### src/rtl/cpu_bus_pkg.sv
// Shared types and helpers for the CPU bus bridge: FSM state encoding and
// the wait-state clamp applied when an access is launched.
package cpu_bus_pkg;

  typedef enum logic [1:0] {
    IDLE = 2'd0,
    REQ  = 2'd1,
    DONE = 2'd2
  } bus_state_e;

  function automatic logic [31:0] clamp_wait(input logic [31:0] cfg, input logic [31:0] max_w);
    return (cfg > max_w) ? max_w : cfg;
  endfunction

endpackage

### src/rtl/bus_trace_ring.sv
// Ring buffer of completed bus accesses {address, write flag}; index 0 reads
// the newest entry, with one clock of read latency.
module bus_trace_ring #(
  parameter int unsigned AW    = 16,
  parameter int unsigned DEPTH = 8
) (
  input  logic                       clk,
  input  logic                       rst_n,
  input  logic                       wr_en_i,
  input  logic [AW-1:0]              ab_i,
  input  logic                       we_i,
  input  logic [$clog2(DEPTH)-1:0]   rd_idx_i,
  output logic [AW-1:0]              rd_ab_o,
  output logic                       rd_we_o,
  output logic [$clog2(DEPTH):0]     cnt_o
);

  localparam int unsigned IW = $clog2(DEPTH);

  typedef struct packed {
    logic [AW-1:0] ab;
    logic          we;
  } trace_entry_t;

  trace_entry_t   mem_q [DEPTH];
  trace_entry_t   rd_q;
  logic [IW-1:0]  wr_ptr_q;
  logic [IW-1:0]  rd_addr;
  logic [IW:0]    cnt_q;

  // Newest entry sits one slot behind the write pointer; indices wrap.
  assign rd_addr = wr_ptr_q - IW'(1) - rd_idx_i;

  always_ff @(posedge clk) begin
    if (!rst_n) begin
      wr_ptr_q <= '0;
      cnt_q    <= '0;
      rd_q     <= '0;
    end else begin
      rd_q <= mem_q[rd_addr];
      if (wr_en_i) begin
        wr_ptr_q <= wr_ptr_q + IW'(1);
        if (cnt_q != (IW+1)'(DEPTH)) cnt_q <= cnt_q + (IW+1)'(1);
      end
    end
  end

  // NOTE: the storage array is deliberately not reset; cnt_o says how many entries are valid.
  always_ff @(posedge clk) begin
    if (wr_en_i) mem_q[wr_ptr_q] <= '{ab: ab_i, we: we_i};
  end

  assign rd_ab_o = rd_q.ab;
  assign rd_we_o = rd_q.we;
  assign cnt_o   = cnt_q;

endmodule

### src/rtl/cpu_bus_bridge.sv
// Registered bridge from a CPU core's combinational bus to memory/IO with a
// clock-enable divider, wait states, req/ack handshake, RDY stall and IRQ/NMI
// synchronisers. Define BUS_TRACE_EN to add the access trace ring.
module cpu_bus_bridge
  import cpu_bus_pkg::*;
#(
  parameter int unsigned AW          = 16,
  parameter int unsigned DW          = 8,
  parameter int unsigned DIV         = 1,
  parameter int unsigned WAIT_MAX    = 7,
  parameter int unsigned TRACE_DEPTH = 8
) (
  input  logic                            clk,
  input  logic                            rst_n,
  input  logic [AW-1:0]                   cpu_ab,
  input  logic [DW-1:0]                   cpu_dbo,
  input  logic                            cpu_we,
  output logic                            cpu_rdy,
  output logic [DW-1:0]                   cpu_dbi,
  input  logic                            irq_n,
  input  logic                            nmi_n,
  output logic                            cpu_irq,
  output logic                            cpu_nmi,
  output logic [AW-1:0]                   mem_ab,
  output logic [DW-1:0]                   mem_dbo,
  output logic                            mem_we,
  output logic                            mem_req,
  input  logic                            mem_ack,
  input  logic [DW-1:0]                   mem_dbi,
  input  logic [$clog2(WAIT_MAX+1)-1:0]   wait_cfg
`ifdef BUS_TRACE_EN
  ,
  input  logic [$clog2(TRACE_DEPTH)-1:0]  trace_idx,
  output logic [AW-1:0]                   trace_ab,
  output logic                            trace_we,
  output logic [$clog2(TRACE_DEPTH):0]    trace_cnt
`endif
);

  localparam int unsigned WW  = $clog2(WAIT_MAX+1);
  localparam int unsigned DVW = (DIV > 1) ? $clog2(DIV) : 1;

  if (DIV < 1) begin : g_bad_div
    $error("DIV must be at least 1");
  end
  if (TRACE_DEPTH < 2 || (TRACE_DEPTH & (TRACE_DEPTH - 1)) != 0) begin : g_bad_depth
    $error("TRACE_DEPTH must be a power of two, at least 2");
  end

  bus_state_e     state_q, state_d;
  logic [DVW-1:0] div_q, div_d;
  logic [WW-1:0]  wcnt_q, wcnt_d;
  logic [AW-1:0]  mem_ab_q, mem_ab_d;
  logic [DW-1:0]  mem_dbo_q, mem_dbo_d;
  logic [DW-1:0]  cpu_dbi_q, cpu_dbi_d;
  logic           mem_we_q, mem_we_d;
  logic           mem_req_q, mem_req_d;
  logic           irq_s1_q, irq_s2_q, nmi_s1_q, nmi_s2_q;
  logic           en;
  logic           done_go;

  assign en      = (div_q == '0);
  assign div_d   = (div_q == DVW'(DIV - 1)) ? '0 : div_q + DVW'(1);
  assign done_go = (state_q == REQ) && (wcnt_q == '0) && mem_ack;

  // NOTE: non-blocking assignments so every flop samples pre-edge values.
  always_ff @(posedge clk) begin
    if (!rst_n) state_q <= IDLE;
    else        state_q <= state_d;
  end

  always_comb begin
    state_d = state_q;
    unique case (state_q)
      IDLE:    if (en) state_d = REQ;
      REQ:     if (done_go) state_d = DONE;
      DONE:    state_d = IDLE;
      default: state_d = IDLE;
    endcase
  end

  // NOTE: every variable gets a default first, so no branch can infer a latch.
  always_comb begin
    mem_ab_d  = mem_ab_q;
    mem_dbo_d = mem_dbo_q;
    mem_we_d  = mem_we_q;
    mem_req_d = mem_req_q;
    cpu_dbi_d = cpu_dbi_q;
    wcnt_d    = wcnt_q;
    cpu_rdy   = 1'b0;
    unique case (state_q)
      IDLE: begin
        if (en) begin
          mem_ab_d  = cpu_ab;
          mem_dbo_d = cpu_dbo;
          mem_we_d  = cpu_we;
          mem_req_d = 1'b1;
          wcnt_d    = WW'(clamp_wait(32'(wait_cfg), WAIT_MAX));
        end
      end
      REQ: begin
        if (wcnt_q != '0) begin
          wcnt_d = wcnt_q - WW'(1);
        end else if (mem_ack) begin
          // Dropping mem_we with mem_req keeps a write strobe from outliving its request.
          mem_req_d = 1'b0;
          mem_we_d  = 1'b0;
          if (!mem_we_q) cpu_dbi_d = mem_dbi;
        end
      end
      DONE:    cpu_rdy = 1'b1;
      default: ;
    endcase
  end

  always_ff @(posedge clk) begin
    if (!rst_n) begin
      div_q     <= '0;
      wcnt_q    <= '0;
      mem_ab_q  <= '0;
      mem_dbo_q <= '0;
      mem_we_q  <= 1'b0;
      mem_req_q <= 1'b0;
      cpu_dbi_q <= '0;
      irq_s1_q  <= 1'b1;
      irq_s2_q  <= 1'b1;
      nmi_s1_q  <= 1'b1;
      nmi_s2_q  <= 1'b1;
    end else begin
      div_q     <= div_d;
      wcnt_q    <= wcnt_d;
      mem_ab_q  <= mem_ab_d;
      mem_dbo_q <= mem_dbo_d;
      mem_we_q  <= mem_we_d;
      mem_req_q <= mem_req_d;
      cpu_dbi_q <= cpu_dbi_d;
      irq_s1_q  <= irq_n;
      irq_s2_q  <= irq_s1_q;
      nmi_s1_q  <= nmi_n;
      nmi_s2_q  <= nmi_s1_q;
    end
  end

  assign mem_ab  = mem_ab_q;
  assign mem_dbo = mem_dbo_q;
  assign mem_we  = mem_we_q;
  assign mem_req = mem_req_q;
  assign cpu_dbi = cpu_dbi_q;
  assign cpu_irq = ~irq_s2_q;
  assign cpu_nmi = ~nmi_s2_q;

`ifdef BUS_TRACE_EN
  // Logged on the completing edge, while mem_ab/mem_we still describe the access.
  bus_trace_ring #(
    .AW    (AW),
    .DEPTH (TRACE_DEPTH)
  ) u_trace (
    .clk      (clk),
    .rst_n    (rst_n),
    .wr_en_i  (done_go),
    .ab_i     (mem_ab_q),
    .we_i     (mem_we_q),
    .rd_idx_i (trace_idx),
    .rd_ab_o  (trace_ab),
    .rd_we_o  (trace_we),
    .cnt_o    (trace_cnt)
  );
`endif

endmodule
### config.mk
export PLATFORM = sky130hd
export DESIGN_NAME = cpu_bus_bridge
export DESIGN_NICKNAME = d
export VERILOG_FILES = /design/src/rtl/cpu_bus_pkg.sv /design/src/rtl/bus_trace_ring.sv /design/src/rtl/cpu_bus_bridge.sv
export SDC_FILE = /design/constraint.sdc
export NUM_CORES = 1
export LEC_CHECK = 0
export CORE_ASPECT_RATIO = 1.2
export CORE_MARGIN = 2
export CORE_UTILIZATION = 40
export CTS_CLUSTER_DIAMETER = 80
export DETAILED_ROUTE_END_ITERATION = 8
export HOLD_SLACK_MARGIN = 0.08
export PLACE_DENSITY_LB_ADDON = 0.1
export SLEW_MARGIN = 20
export SYNTH_ARGS = -nofsm -noshare
export SYNTH_HDL_FRONTEND = slang
export SYNTH_SLANG_ARGS = --single-unit
export TNS_END_PERCENT = 100
### constraint.sdc
create_clock -name clk -period 2.55 [get_ports clk]
set_input_delay 0.3825 -clock clk [delete_from_list [all_inputs] [get_ports clk]]
set_output_delay 0.3825 -clock clk [all_outputs]
set_load 0.02 [all_outputs]
==> Word-level counts from Yosys, hierarchy flattened <==
Cells that the tools add are included.
{ "totals": {"ff_bits": 44, "latchBits": 0, "mem_bits_rw": 0, "mem_bits_ro": 0, "inputBits": 41, "out_inout_bits": 37, "elab_cells": 51, "n_memories": 0} }
{ "op_classes": {"addsub": 2, "multipliers": 0, "div_mod_pow": 0, "order_cmp": 0, "n_eq_ne": 7, "n_shift": 0, "muxes": 13, "n_bitwise": 5, "reduce_logical": 12} }
{ "op_table": {"columns": ["operator", "n"], "rows": [
  ["2-bit inequality test, second input constant", 4],
  ["4-bit AND reduction", 2],
  ["3-bit 2-to-1 mux", 2],
  ["3-bit case mux with 2 select lines", 1],
  ["2-bit AND reduction", 3],
  ["1-bit 2-to-1 mux", 5],
  ["1-bit NOT", 5],
  ["2-bit 2-to-1 mux", 2],
  ["1-bit case mux with 2 select lines", 2],
  ["2-bit case mux with 2 select lines", 1],
  ["3-bit logical NOT", 1],
  ["3-bit AND reduction", 1],
  ["3-bit nonzero test", 1],
  ["3-bit by 1-bit subtractor with 3-bit output, second input constant", 1],
  ["2-bit by 1-bit == test with 1-bit output, second input constant", 1],
  ["2-bit == test, second input constant", 1],
  ["1-bit logical AND", 2],
  ["2-bit logical NOT", 1],
  ["2-bit by 1-bit inequality test with 1-bit output, second input constant", 1],
  ["2-bit nonzero test", 1],
  ["1-bit adder, second input constant", 1]
]} }

==> Logic depth before layout (Yosys ltp) <==
{ "depth": {"depth_word": 5, "depth_mapped": 7, "ltp_nobuf": 6} }

==> Worst setup path before layout <==
Ideal clock, no wire load.
{ "synth_path": {"path_type": "register to register", "start": "reg wcnt_q[0]", "end": "reg cpu_dbi_q[0] (netlist: cpu_dbi[0])", "setup_time_ps": 128, "arrival_time_ps": 1282, "t_required_ps": 2422, "setup_slack_ps": 1141, "stages_incl_launch_ff": 8, "n_path_buf": 1, "cell_sequence": "dfxtp_1 > inv_1 > ha_1 > and2b_1 > nand4b_1 > buf_4 > mux2i_1 > nor2_1"} }
{ "synth_via": {"elab_chain_cells": 3} }
{ "synth_lines": {"columns": ["element", "line", "source"], "rows": [
  ["from (decl)", "cpu_bus_bridge.sv:52", "logic [WW-1:0] wcnt_q, wcnt_d;"],
  ["from (signal assigned)", "cpu_bus_bridge.sv:131", "wcnt_q <= wcnt_d;"],
  ["3-bit nonzero test", "cpu_bus_bridge.sv:102", "if (wcnt_q != '0) begin"],
  ["1-bit NOT (no source line)", null, null],
  ["4-bit AND reduction (no source line)", null, null],
  ["to (signal assigned)", "cpu_bus_bridge.sv:136", "cpu_dbi_q <= cpu_dbi_d;"],
  ["to (decl)", "cpu_bus_bridge.sv:55", "logic [DW-1:0] cpu_dbi_q, cpu_dbi_d;"]
]} }
Every way passes these cells.
A chain may end at the register's enable or synchronous reset.

==> Final worst setup path <==
{ "layout_path": {"start": "reg state_q[1]", "end": "out cpu_rdy"} }
{ "layout_via": {"elab_chain_cells": 2} }
{ "layout_lines": {"columns": ["element", "line", "source"], "rows": [
  ["from (decl)", "cpu_bus_bridge.sv:50", "bus_state_e state_q, state_d;"],
  ["from (signal assigned)", "cpu_bus_bridge.sv:69", "else state_q <= state_d;"],
  ["2-bit == test", "cpu_bus_bridge.sv:91", "unique case (state_q)"],
  ["1-bit 2-to-1 mux", "cpu_bus_bridge.sv:91", null],
  ["to (decl)", "cpu_bus_bridge.sv:18", "output logic cpu_rdy,"]
]} }
Every way passes these cells.

==> run metrics <==
status=complete, no violations; Fin. Hold Viols=0; Achievable Freq=507 MHz; Crit Reg-Reg Endpoint=cpu_dbi[7]; worst hold path class=reg -> reg; Slew Limit Headroom=61.0%; root buf cell=clkbuf_8; Max Cap Violations=0; dpl cells=about 320; cell taking the most area after synthesis=dfxtp_1; Final Setup Violations=0; vias in the first global route=around 1300; layout cell share with drive strength beyond 1=4.46%; Setup Fix Bufs, Post-CTS=0; Critical Path RT=around 2200 ps; H-tree depth=2; first-pass GRT wire length=6.01 mm; IO Pins=78; Die Span X=63.1 µm; crit start category=flop; fin. max-slew vios=0; Non-Filler Instances=~320; number of diodes=0; Rows=25; Syn-to-layout area delta=51.3%; largest net degree at the start of global routing=26; syn avg cell area=between 8 and 9 µm²; vias post-DR=roughly 1500; Starting DRT DRC Count=74; I/O Buffers=77; Routed wire per std cell=11.2 µm; CTS tree=built; RSZ-0062 raised after global routing=no; cts repair resizes=0; kind of end point of the critical path=output pin; Finished Cell Area=2530 µm²; register area share after synthesis=about 53%; PD cells=631 nW/µm²; cts hold-fix bufs=0; Core Region=about 4000 µm²; most frequent cells in the layout=77 x clkdlybuf4s50_1, 51 x nand2_1, 44 x dfxtp_1; sequential standard cell area=881 µm²; Total Routing Usage GR=16.4%; Final Wtd Congestion=0.725; Hold Startpoint=nmi_s1_q; Worst setup startpoint=state_q[1]; area fraction of the dominant cell type after synthesis=52.6%; DR vias/cell=4.57; Final period util=77.3%; # DRC=0; worst skew pair latency=280 ps; post-route minimum period=1970 ps; Max clock buf depth=2; Pre-antenna DRT Iters=4; Post-DRT Antenna Nets=0; crit path max fanout=9; Yosys reg bits=44; Die H=74.9 µm; r2r setup slk=about 760 ps; Lkg Pwr=~1.0 nW; Power Total=1.60 mW; Routed Wire Length=3.63 mm; Clock transition at path regs=70 ps; WP data arrival=1590 ps; area of the multi-input gates=684 µm²; commonest non-fill, non-tap cell in the layout=clkdlybuf4s50_1; syn_nets=around 240; synth unique cells=27; Min-Delay Endpoint=nmi_s2_q; synth top area cells=dfxtp_1 53%, nand2_1 11%, a21oi_1 8.7%; reg-to-reg startpoint=state_q[0]; synthesized area=1680 µm²; cell count after synthesis=193; Final nets=311; die area=4720 µm²; Yosys warnings=0; Hold Path Stages=1; Starting Density=42.2%; setup TNS=0 ps; final setup skew=4.13 ps; fillers=approximately 370; R2R cell count=4; Setup Crit Path Kind=reg -> out; clk sinks=44; post-DP HPWL=2.64 mm; CTS buffer count=5; placed inst area=2440 µm²; slew of the pin with the lowest slew margin=582 ps; initial antenna violation count=0; Max VDD drop=0.360 mV; Congestion Overflow GR=0
## cells in the mapped netlist, drive strengths merged
library cell,count
conb,1
or3,1
nor3,1
o21ai,1
inv,5
nand2,51
nand4b,1
o311ai,1
and2b,2
mux2i,8
nor2b,3
mux2,1
a211oi,2
nor2,18
buf,10
a21oi,29
o21a,1
nand2b,5
dfxtp,44
ha,2
nand3,3
clkbuf,2
a22oi,1
## final cells by class
type                       count  share of cell area (%)
timing repair buffer          80                    31.3
inverter                       5                   0.740
clock buffer                   8                    3.55
multi-input combinational    132                    27.0
sequential                    44                    34.7
tap                           54                    2.67
## layer usage
| metal | global-route usage [%] | up-vias | share of wire (%) |
|---|---|---|---|
| li1 | - | 768 | - |
| met1 | 19.5 | 658 | 45 |
| met2 | 28.3 | 44 | 46 |
| met3 | 5.23 | 6 | 7.0 |
| met4 | 5.93 | 0 | 1.6 |
| met5 | 0 | - | 0 |
## how the worst max path moves through the flow
stage | to | slack (ps) | cells after the start
floorplan | cpu_dbi[0] | 1140 | 7
global placement | cpu_dbi[5] | 610 | 4
detailed placement | cpu_dbi[7] | 650 | 4
CTS | cpu_rdy | 570 | 2
global route | cpu_rdy | 500 | 2
finish | cpu_rdy | 580 | 2
## where the power goes
part,total [mW],switching (mW),internal [mW]
clock,0.429,0.208,0.221
combinational,0.389,0.190,0.199
sequential,0.781,0.0377,0.744
## kinds of logic (layout without fill, tap and decap cells)
family                     count (synthesis)  count (layout)  share of synthesized area, %
AOI/OAI and AO/OA                         35              35                          11.6
adders and majority gates                  2               2                          1.49
buffers and inverters                     17              93                          6.57
DFF                                       44              44                          52.6
muxes                                      9               9                          5.45
other                                      1               1                         0.224
and+or+nand+nor                           85              85                          22.1
## critical path: stages, from the launching register on
cell and delay [ps]:
dfxtp_1 520, nor2b_1 180, clkdlybuf4s50_1 610
## sequential cells by signal (all words and copies together), names as in the netlist
name	flops
mem_dbo	8
div_q	1
nmi_s1_q	1
irq_s2_q	1
cpu_dbi	8
nmi_s2_q	1
mem_ab	16
mem_req	1
mem_we	1
wcnt_q	3
state_q	2
irq_s1_q	1
## stage by stage
| step | utilization [%] | worst slack [ps] | hold slack [ps] |
|---|---|---|---|
| floorplan | - | 1140 | 386 |
| global placement | 61.5 | 612 | 401 |
| detailed placement | 61.5 | 649 | 400 |
| CTS | 63.8 | 568 | 417 |
| global route | 63.8 | 497 | 433 |
| finish | 63.8 | 579 | 411 |
(Power assumes the default switching activity.)
